--- config.mk ---
export PLATFORM = sky130hd
export DESIGN_NAME = cmsdk_ahb_to_ahb_apb_async_rx_ctrl
export DESIGN_NICKNAME = d
export VERILOG_FILES = /design/src/rtl/cmsdk_ahb_to_ahb_apb_async_pkg.sv /design/src/rtl/cmsdk_ahb_to_ahb_apb_async_sync.sv /design/src/rtl/cmsdk_ahb_to_ahb_apb_async_rx_ctrl.sv
export SDC_FILE = /design/constraint.sdc
export NUM_CORES = 1
export LEC_CHECK = 0
export BUFFER_PORTS_ARGS = -buffer_cell sky130_fd_sc_hd__buf_4
export CAP_MARGIN = 20
export CORE_AREA = 2 2 39 41
export CTS_CLUSTER_SIZE = 28
export DETAILED_ROUTE_END_ITERATION = 16
export DIE_AREA = 0 0 41 43
export PLACE_DENSITY_LB_ADDON = 0.15
export SLEW_MARGIN = 20
export SYNTH_ARGS = -nofsm -noshare
export SYNTH_HDL_FRONTEND = slang
export SYNTH_SLANG_ARGS = --single-unit
export TNS_END_PERCENT = 100
--- constraint.sdc ---
create_clock -name CLK -period 1 [get_ports CLK]
set_input_delay 0.15 -clock CLK [delete_from_list [all_inputs] [get_ports CLK]]
set_output_delay 0.15 -clock CLK [all_outputs]
set_load 0.02 [all_outputs]
--- src/rtl/cmsdk_ahb_to_ahb_apb_async_pkg.sv ---
// Shared definitions for the asynchronous AHB-to-AHB/APB bridge crossing logic:
// one-hot handshake states and synchroniser depth limits.
package cmsdk_ahb_to_ahb_apb_async_pkg;

  localparam int STATE_W         = 4;
  localparam int SYNC_STAGES_MIN = 2;
  localparam int SYNC_STAGES_MAX = 3;

  // Bit positions of each state inside the one-hot vector, so outputs can be
  // taken straight from a single state flop.
  localparam int IDX_IDLE   = 0;
  localparam int IDX_SAMPLE = 1;
  localparam int IDX_VALID  = 2;
  localparam int IDX_ACK    = 3;

  typedef enum logic [STATE_W-1:0] {
    ST_IDLE   = 4'b0001,
    ST_SAMPLE = 4'b0010,
    ST_VALID  = 4'b0100,
    ST_ACK    = 4'b1000
  } state_t;

endpackage

--- src/rtl/cmsdk_ahb_to_ahb_apb_async_sync.sv ---
// N-flop single-bit level synchroniser with asynchronous active-low reset.
// Used for the request in the destination domain and the acknowledge in the source domain.
module cmsdk_ahb_to_ahb_apb_async_sync #(
  parameter int N = 2
) (
  input  logic clk,
  input  logic rst_n,
  input  logic d,
  output logic q
);

  logic [N-1:0] sync_ff;

  always_ff @(posedge clk or negedge rst_n) begin
    if (!rst_n) begin
      sync_ff <= '0;
    end else begin
      sync_ff <= {sync_ff[N-2:0], d};
    end
  end

  assign q = sync_ff[N-1];

endmodule

--- src/rtl/cmsdk_ahb_to_ahb_apb_async_rx_ctrl.sv ---
// Destination-side 4-phase handshake controller: synchronises REQ_ASYNC, pulses the
// sample-and-hold enable, presents the held payload with VALID/READY and returns ACK.
module cmsdk_ahb_to_ahb_apb_async_rx_ctrl
  import cmsdk_ahb_to_ahb_apb_async_pkg::*;
#(
  parameter int SYNC_STAGES = 2
) (
  input  logic CLK,
  input  logic RESETn,
  input  logic REQ_ASYNC,
  output logic ACK,
  output logic SH_EN,
  output logic SH_MASK,
  output logic VALID,
  input  logic READY,
  output logic PROT_ERR
);

  if ((SYNC_STAGES < SYNC_STAGES_MIN) || (SYNC_STAGES > SYNC_STAGES_MAX)) begin : g_bad_sync_stages
    $error("SYNC_STAGES must be 2 or 3");
  end

  logic   req_s;
  state_t state_q;
  state_t state_d;
  logic   prot_err_q;

  cmsdk_ahb_to_ahb_apb_async_sync #(
    .N (SYNC_STAGES)
  ) u_req_sync (
    .clk   (CLK),
    .rst_n (RESETn),
    .d     (REQ_ASYNC),
    .q     (req_s)
  );

  always_ff @(posedge CLK or negedge RESETn) begin
    if (!RESETn) begin
      state_q <= ST_IDLE;
    end else begin
      state_q <= state_d;
    end
  end

  // SAMPLE always lasts one cycle so the bank captures exactly once per transfer.
  always_comb begin
    state_d = state_q;
    case (state_q)
      ST_IDLE:   if (req_s) state_d = ST_SAMPLE;
      ST_SAMPLE: state_d = ST_VALID;
      ST_VALID:  if (READY) state_d = ST_ACK;
      ST_ACK:    if (!req_s) state_d = ST_IDLE;
      default:   state_d = ST_IDLE;
    endcase
  end

  // A request withdrawn before it was acknowledged is flagged but not acted on.
  always_ff @(posedge CLK or negedge RESETn) begin
    if (!RESETn) begin
      prot_err_q <= 1'b0;
    end else if (!req_s && (state_q[IDX_SAMPLE] || state_q[IDX_VALID])) begin
      prot_err_q <= 1'b1;
    end
  end

  // Each output follows one state flop, so none can glitch; the mask only opens in VALID.
  assign ACK      = state_q[IDX_ACK];
  assign SH_EN    = state_q[IDX_SAMPLE];
  assign VALID    = state_q[IDX_VALID];
  assign SH_MASK  = ~state_q[IDX_VALID];
  assign PROT_ERR = prot_err_q;

endmodule

==> impl_metrics.ini, run 1 <==
[run_status]
status = finished, violations left
violations = setup timing

[worst_setup_path]
r2r-start = state_q[2]
setup.worst_path.end_class = output pin
crit_arrival_ns = 0.87
worstPathRequired_ns = 0.85
worstSetupEndpoint = SH_EN
r2r.worst_path.cells = 4
timing.rr.end = state_q[0]
path_max_fanout = 2
crit_start = state_q[1]
path_class = reg2out
reg2reg_slack_ns = 0
startpoint_type = register

[timing]
setup_violations = 3
tightest_slew_ns = 0.197
maxSlewViolCount = 0
period_needed_ns = 1.02
layout_setup_ws_ns = -0.0220
max_freq_mhz = 979
grt_setup_unrepaired = yes
post-route-period-util_pct = 102
hold_viol = 0
fin_skew_ns = 0.000806
relSlewSlack_pct = 86.8
timing.hold.ws_ns = 0.197
setup_tns_ns = -0.0410

[die]
die_h_um = 43
die_area_um2 = 1760
ios = 9
design.core.area_um2 = 1380
die_w_um = 41
rows = 14
initial_core_util_pct = 19.6

[route]
ant_nets = 0
vias_per_cell = 4.36
route.vias.total = 253
detail_route.first_pass.iterations = 2
wirelength_um = 656
wire_per_inst_um = 11.3
drc = 0
drt_iter0_drc = 4

[grt]
overflow = 0
grt_use_total_pct = 9.30
grt_pass1_vias = 240
grt_max_degree = 8
grt_pass1_wl_mm = 1.01
antenna_found_initial = 0

[pwr]
p_leak_nw = 0.204
max-vdd-ir-drop_mv = 0.666
total_power_mw = 1.09
power.density_nw_per_um2 = 2280

[logic_synthesis]
syn_nets = 26
synthTopCellsByArea = dfrtp_1, dfstp_2, a211oi_1, nand3b_1, nand4bb_1
syn-cell-area_um2 = 272
yosys_register_bits = 7
synth_top_area_share_pct = 55.3
yosysTopAreaCell = dfrtp_1
avgSynthCellArea_um2 = 12.3
netlist_instances = 22
synth_cell_type_count = 13
ys_seq_area_share_pct = 65.0
yosysWarningCount = 0

[placement]
dp.cells = 47
finalWeightedCongestion = 0.660
portBuffers = 8

[clock_tree]
clock-root-buffer = clkbuf_4
cts_max_level = 1
cts_tree = done
cts_buffers = 3
clk_latency_ns = 0.24
clkSinkCount = 7
cts.path.max_buffers = 2
clk_pin_slew_ns = 0.05

[run]
drv_cap = 0

[cells_and_area]
drive_gt1_share_pct = 54.8
final_util_pct = 34.4
nets = 47
n_antenna_cell = 0
instances_no_fill = 58
syn_to_final_growth_pct = 75.1

[min_path]
min_path_cells = 3
hold_path_class = in2reg
-- stage by stage --
stage          area, um^2  setup slack, ns
6_report              475          -0.0220
4_1_cts               467          -0.0437
2_1_floorplan         273           0.0373
3_3_place_gp          360           0.0514
3_5_place_dp          360           0.0483
5_1_grt               475          -0.0707
-- final cells by class --
type	count	area, um^2
clock buffer	4	26.3
fill	147	908
inverter	1	3.75
multi-input combinational	14	103
sequential	7	179
tap	16	20.0
timing repair buffer	16	144
-- cell families after synthesis --
group / Yosys count / share of synthesized area [%]
simple gates: 9 / 21.7
flops: 7 / 65.0
compound gates: 5 / 12.0
buf+inv: 1 / 1.38
-- per-layer routing --
layer,global-route usage (%),up-vias,part of all wire (%)
met5,0,-,0
met4,8.00,0,0.91
met3,4.71,2,7.8
met2,12.5,9,48
met1,10.2,119,43
li1,-,123,-
-- worst max-delay path, cell delays in order, from the launching register on --
cell     delay, ns
dfrtp_1       0.39
buf_6         0.12
buf_6         0.12
-- synthesized netlist by cell type (all sizes together) --
cell and n:
dfrtp 6, nor2 3, a211oi 2, nand3b 2
a21oi 1, dfstp 1, inv 1, nand4bb 1
nor3 1, nor3b 1, nor4b 1, o21ai 1
o21bai 1
-- power by group --
group	total, mW	switching (mW)	internal, mW
sequential	0.415	0.0646	0.351
clock	0.247	0.0954	0.152
combinational	0.423	0.182	0.240
total	1.09	0.342	0.743
-- sequential cells by signal, summed over array words and instances (netlist names) --
register	cells
state_q	4
u_req_sync.sync_ff	2
PROT_ERR	1
-- cells in the final DEF (no fill, tap or decap), types with 2 or more instances in the layout --
| cell | Yosys | routed |
|---|---|---|
| dlygate4sd3_1 | 0 | 2 |
| dfrtp_1 | 6 | 4 |
| dfrtp_2 | 0 | 2 |
| clkbuf_4 | 0 | 3 |
| buf_4 | 0 | 9 |
| buf_6 | 0 | 5 |
| nor2_1 | 3 | 3 |
| nand3b_1 | 2 | 2 |
| a211oi_1 | 2 | 2 |
-- worst min-delay path by stage --
| stage | startpoint | end | slack, ns |
|---|---|---|---|
| 3_3_place_gp | RESETn | PROT_ERR | -0.03 |
| 5_1_grt | READY | state_q[3] | 0.19 |
| 2_1_floorplan | RESETn | PROT_ERR | -0.15 |
| 3_5_place_dp | RESETn | PROT_ERR | -0.03 |
| 6_report | READY | state_q[3] | 0.20 |
| 4_1_cts | READY | state_q[3] | 0.18 |
-- what timing repair did --
action                     in CTS  in global routing
gates resized for setup         6                  2
hold endpoints to repair        8                  0
hold buffers                    2                  0
setup endpoints to repair       4                  7
gates cloned                    0                  0
setup buffers                   5                  0
(Power assumes the default switching activity.)
==> inputs of run 2 (changes only) <==
--- a/config.mk
+++ b/config.mk
@@ -11,7 +11,6 @@
 export CTS_CLUSTER_SIZE = 28
 export DETAILED_ROUTE_END_ITERATION = 16
 export DIE_AREA = 0 0 41 43
-export PLACE_DENSITY_LB_ADDON = 0.15
 export SLEW_MARGIN = 20
 export SYNTH_ARGS = -nofsm -noshare
 export SYNTH_HDL_FRONTEND = slang
==> impl_metrics.ini, run 2 (synthesis gave the netlist of run 1 again) <==
[run_status]
status = finished, violations left
violations = setup timing

[die]
die_area_um2 = 1760
die_w_um = 41
ios = 9
design.core.area_um2 = 1380
initial_core_util_pct = 19.6
die_h_um = 43
rows = 14

[cells_and_area]
nets = 45
final_common_cell = buf_4
n_antenna_cell = 0
largest_reg_flops = 4
seq_area_um2 = 179
multi_input_area_um2 = 118
layout_common_cells = buf_4, buf_6, dfrtp_1, clkbuf_4
final_util_pct = 34.4
fillers = 152
drive_gt1_share_pct = 65.0
max_flop_register = state_q
instances_no_fill = 56
final_cell_area_um2 = 477
syn_to_final_growth_pct = 75.6

[pwr]
power.density_nw_per_um2 = 2370
total_power_mw = 1.13
max-vdd-ir-drop_mv = 0.704
p_leak_nw = 0.198

[timing]
hold_viol = 0
relSlewSlack_pct = 78.9
tightest_slew_ns = 0.312
max_freq_mhz = 969
maxSlewViolCount = 0
post-route-period-util_pct = 103
fin_skew_ns = 0.00324
period_needed_ns = 1.03
layout_setup_ws_ns = -0.0317
grt_setup_unrepaired = yes
setup_violations = 2

[worst_setup_path]
timing.rr.end = state_q[0]
path_max_fanout = 2
r2r.worst_path.cells = 4
worstPathRequired_ns = 0.85
worstSetupEndpoint = SH_EN
path_class = reg2out
cp_cell_sequence = buf_6, buf_6
startpoint_type = register
r2r-start = state_q[2]
setup.worst_path.end_class = output pin
cpPeakStageDelay_ns = 0.39
crit_start = state_q[1]
crit_arrival_ns = 0.88
slowest_stage = dfrtp_1
reg2reg_slack_ns = 0.01
crit_top_cell = buf_6

[clock_tree]
clk_latency_ns = 0.24
cts_max_level = 1
cts_tree = done
clkSinkCount = 7
clk_pin_slew_ns = 0.05
clock-root-buffer = clkbuf_4
cts_buffers = 3
cts.path.max_buffers = 2

[placement]
place_ws_ns = 0.0282
dp_hpwl_um = 402
placed_cell_area_um2 = 360
portBuffers = 8
finalWeightedCongestion = 0.690
dp.cells = 47

[min_path]
hold_path_class = in2reg

[route]
wire_per_inst_um = 10.3
drt_iter0_drc = 1
drc = 0
wirelength_um = 575
vias_per_cell = 4.25
ant_nets = 0
detail_route.first_pass.iterations = 2
route.vias.total = 238

[grt]
grt_pass1_vias = 229
antenna_found_initial = 0
grt_use_total_pct = 7.80
grt_pass1_wl_um = 897
overflow = 0
grt_max_degree = 9

[run]
drv_cap = 0
-- run 2: how the worst min path moves through the flow --
stage                     startpoint                     to  slack, ns  cells after the start
after global placement        RESETn               PROT_ERR      -0.04                      1
after detailed placement      RESETn               PROT_ERR      -0.04                      1
after global routing       REQ_ASYNC  u_req_sync.sync_ff[0]      0.001                      1
after floorplan               RESETn               PROT_ERR      -0.15                      0
final                      REQ_ASYNC  u_req_sync.sync_ff[0]       0.01                      1
after CTS                  REQ_ASYNC  u_req_sync.sync_ff[0]      0.003                      1
-- run 2: layer usage --
metal  track usage, %  wire length (um)
met4             8.00                 0
met1             9.27               261
met2             10.6               273
met5                0                 0
met3             1.57                39
-- run 2: layout make-up --
type | count | share of cell area [%]
sequential | 7 | 37.5
multi-input combinational | 14 | 24.7
tap | 16 | 4.20
timing repair buffer | 14 | 27.3
inverter | 1 | 0.787
clock buffer | 4 | 5.51
-- run 2: stage by stage --
step           setup TNS, ns  hold WS, ns
3_5_place_dp               0      -0.0354
4_1_cts               -0.157      0.00283
2_1_floorplan              0       -0.146
5_1_grt               -0.247      0.00125
3_3_place_gp               0      -0.0362
6_report             -0.0616       0.0133
-- run 2: worst max-delay path: cells and delay by family, from the launching register on --
| kind | cells | cell delay (ns) |
|---|---|---|
| flops | 1 | 0.39 |
| buf+inv | 2 | 0.25 |
-- run 2: report_power, final --
group          switching [mW]  internal (mW)
clock                  0.0952          0.152
combinational           0.198          0.262
sequential             0.0710          0.351
-- run 2: what timing repair did --
| item | 4_1_cts | 5_1_grt |
|---|---|---|
| hold endpoints to repair | 7 | 0 |
| buffers inserted | 3 | 1 |
| pin swaps | 2 | 1 |
| endpoints found under the setup margin | 4 | 7 |
| cloned | 0 | 0 |
| gates resized for setup | 8 | 5 |
| hold buffers | 1 | 0 |
==> inputs of run 3 (changes only) <==
--- a/config.mk
+++ b/config.mk
@@ -11,6 +11,7 @@
 export CTS_CLUSTER_SIZE = 28
 export DETAILED_ROUTE_END_ITERATION = 16
 export DIE_AREA = 0 0 41 43
+export PLACE_DENSITY_LB_ADDON = 0.05
 export SLEW_MARGIN = 20
 export SYNTH_ARGS = -nofsm -noshare
 export SYNTH_HDL_FRONTEND = slang
==> impl_metrics.ini, run 3 (synthesis gave the netlist of run 1 again) <==
[run_status]
status = finished, violations left
violations = setup timing

[pwr]
p_clk_share_pct = 22.9
power.switching_uw = 353
p_int_uw = 738
p_leak_nw = 0.206
seq_power_share_pct = 38.8
power.density_nw_per_um2 = 2240
max-vdd-ir-drop_mv = 0.681
swShare_pct = 32.3
power_frac_comb_pct = 38.2

[placement]
portBuffers = 8
dp.cells = 47
finalWeightedCongestion = 0.596
place_ws_ns = 0.0455

[die]
die_h_um = 43
design.core.area_um2 = 1380
initial_core_util_pct = 19.6
rows = 14
ios = 9
die_w_um = 41
die_area_um2 = 1760

[cells_and_area]
syn_to_final_growth_pct = 79.3
final_common_cell = buf_4
seq_area_um2 = 179
fillers = 142
max_flop_register = state_q
multi_input_area_um2 = 110
instances_no_fill = 58
layout_common_cells = buf_4, buf_6, dfrtp_1, clkbuf_4
nets = 47
largest_reg_flops = 4
drive_gt1_share_pct = 59.5
n_antenna_cell = 0

[route]
drc = 0
drt_iter0_drc = 2
wirelength_um = 640
vias_per_cell = 4.28
detail_route.first_pass.iterations = 2
ant_nets = 0
wire_per_inst_um = 11.0
route.vias.total = 248

[worst_setup_path]
reg2reg_slack_ns = 0
setup.worst_path.end_class = output pin
crit_top_cell = buf_6
crit_arrival_ns = 0.89
cp_cell_sequence = buf_6, buf_6
path_max_fanout = 3
worst-path-buf-inv = 2
crit_family = flip-flops
path_class = reg2out
r2r.worst_path.cells = 4
slowest_stage = dfrtp_1
worstPathRequired_ns = 0.85
timing.rr.end = state_q[0]
r2r-start = state_q[2]
cpPeakStageDelay_ns = 0.40
startpoint_type = register

[timing]
layout_setup_ws_ns = -0.0388
max_freq_mhz = 963
post-route-period-util_pct = 104
hold_viol = 0
grt_setup_unrepaired = yes
period_needed_ns = 1.04
fin_skew_ns = 0.000572
setup_tns_ns = -0.0701
setup_violations = 3
tightest_slew_ns = 0.181
relSlewSlack_pct = 87.9
maxSlewViolCount = 0

[grt]
grt_pass1_vias = 224
grt_use_total_pct = 9.51
overflow = 0
grt_max_degree = 8
antenna_found_initial = 0
grt_pass1_wl_mm = 1.01

[clock_tree]
clk_latency_ns = 0.24
cts_tree = done
clkSinkCount = 7
clock-root-buffer = clkbuf_4
clk_pin_slew_ns = 0.05
cts.path.max_buffers = 2
cts_buffers = 3
cts_max_level = 1

[run]
drv_cap = 0

[min_path]
min_path_cells = 3
hold_path_end = state_q[3]
hold_start = READY
hold_path_class = in2reg
==> run 3: what timing repair did <==
| action | 4_1_cts | 5_1_grt |
|---|---|---|
| gates resized for setup | 7 | 4 |
| setup buffers | 4 | 1 |
| hold endpoints to repair | 7 | 1 |
| setup endpoints to repair | 4 | 8 |
| hold buffers | 1 | 1 |
==> run 3: per-layer routing <==
metal	share of wire (%)	track usage [%]	up-vias
li1	-	-	121
met1	47	11.9	121
met2	49	11.6	6
met3	3.9	4.71	0
met4	0	8.00	0
met5	0	0	-
==> run 3: final cells by class <==
type / count / share of cell area, %
Tap cell: 16 / 4.11
Sequential cell: 7 / 36.8
Clock buffer: 4 / 5.40
Timing Repair Buffer: 16 / 30.3
Multi-Input combinational cell: 14 / 22.6
Inverter: 1 / 0.771
==> run 3: how the worst max path moves through the flow <==
stage                     startpoint         end  slack (ns)  depth (start not counted)
after floorplan           state_q[3]  state_q[0]        0.04                          3
after global placement    state_q[1]  state_q[2]        0.05                          3
after detailed placement  state_q[0]  state_q[0]        0.05                          3
after CTS                 state_q[1]       SH_EN       -0.05                          2
after global routing      state_q[1]       SH_EN       -0.08                          2
final                     state_q[1]       SH_EN       -0.04                          2
==> run 3: per-stage QoR <==
stage	total power, mW	util, %	area (um^2)	hold WS (ns)
finish	1.09	35.2	487	0.202
global route	1.17	35.2	487	0.234
CTS	1.06	32.6	452	0.00188
detailed placement	0.699	26.0	360	-0.0314
global placement	0.696	26.0	360	-0.0326
floorplan	0.563	-	273	-0.146
==> run 3: power by group through the flow <==
stage                     Sequential [mW]  Clock [mW]  Combinational (mW)
after floorplan                     0.450           0               0.113
after global placement              0.430           0               0.265
after detailed placement            0.432           0               0.267
after CTS                           0.413       0.264               0.388
after global routing                0.431       0.280               0.455
final                               0.424       0.250               0.417
==> run 3: tightest hold or removal path: stages <==
cell and delay (ns):
buf_4 0.12, nand3b_1 0.08, a211oi_1 0.07
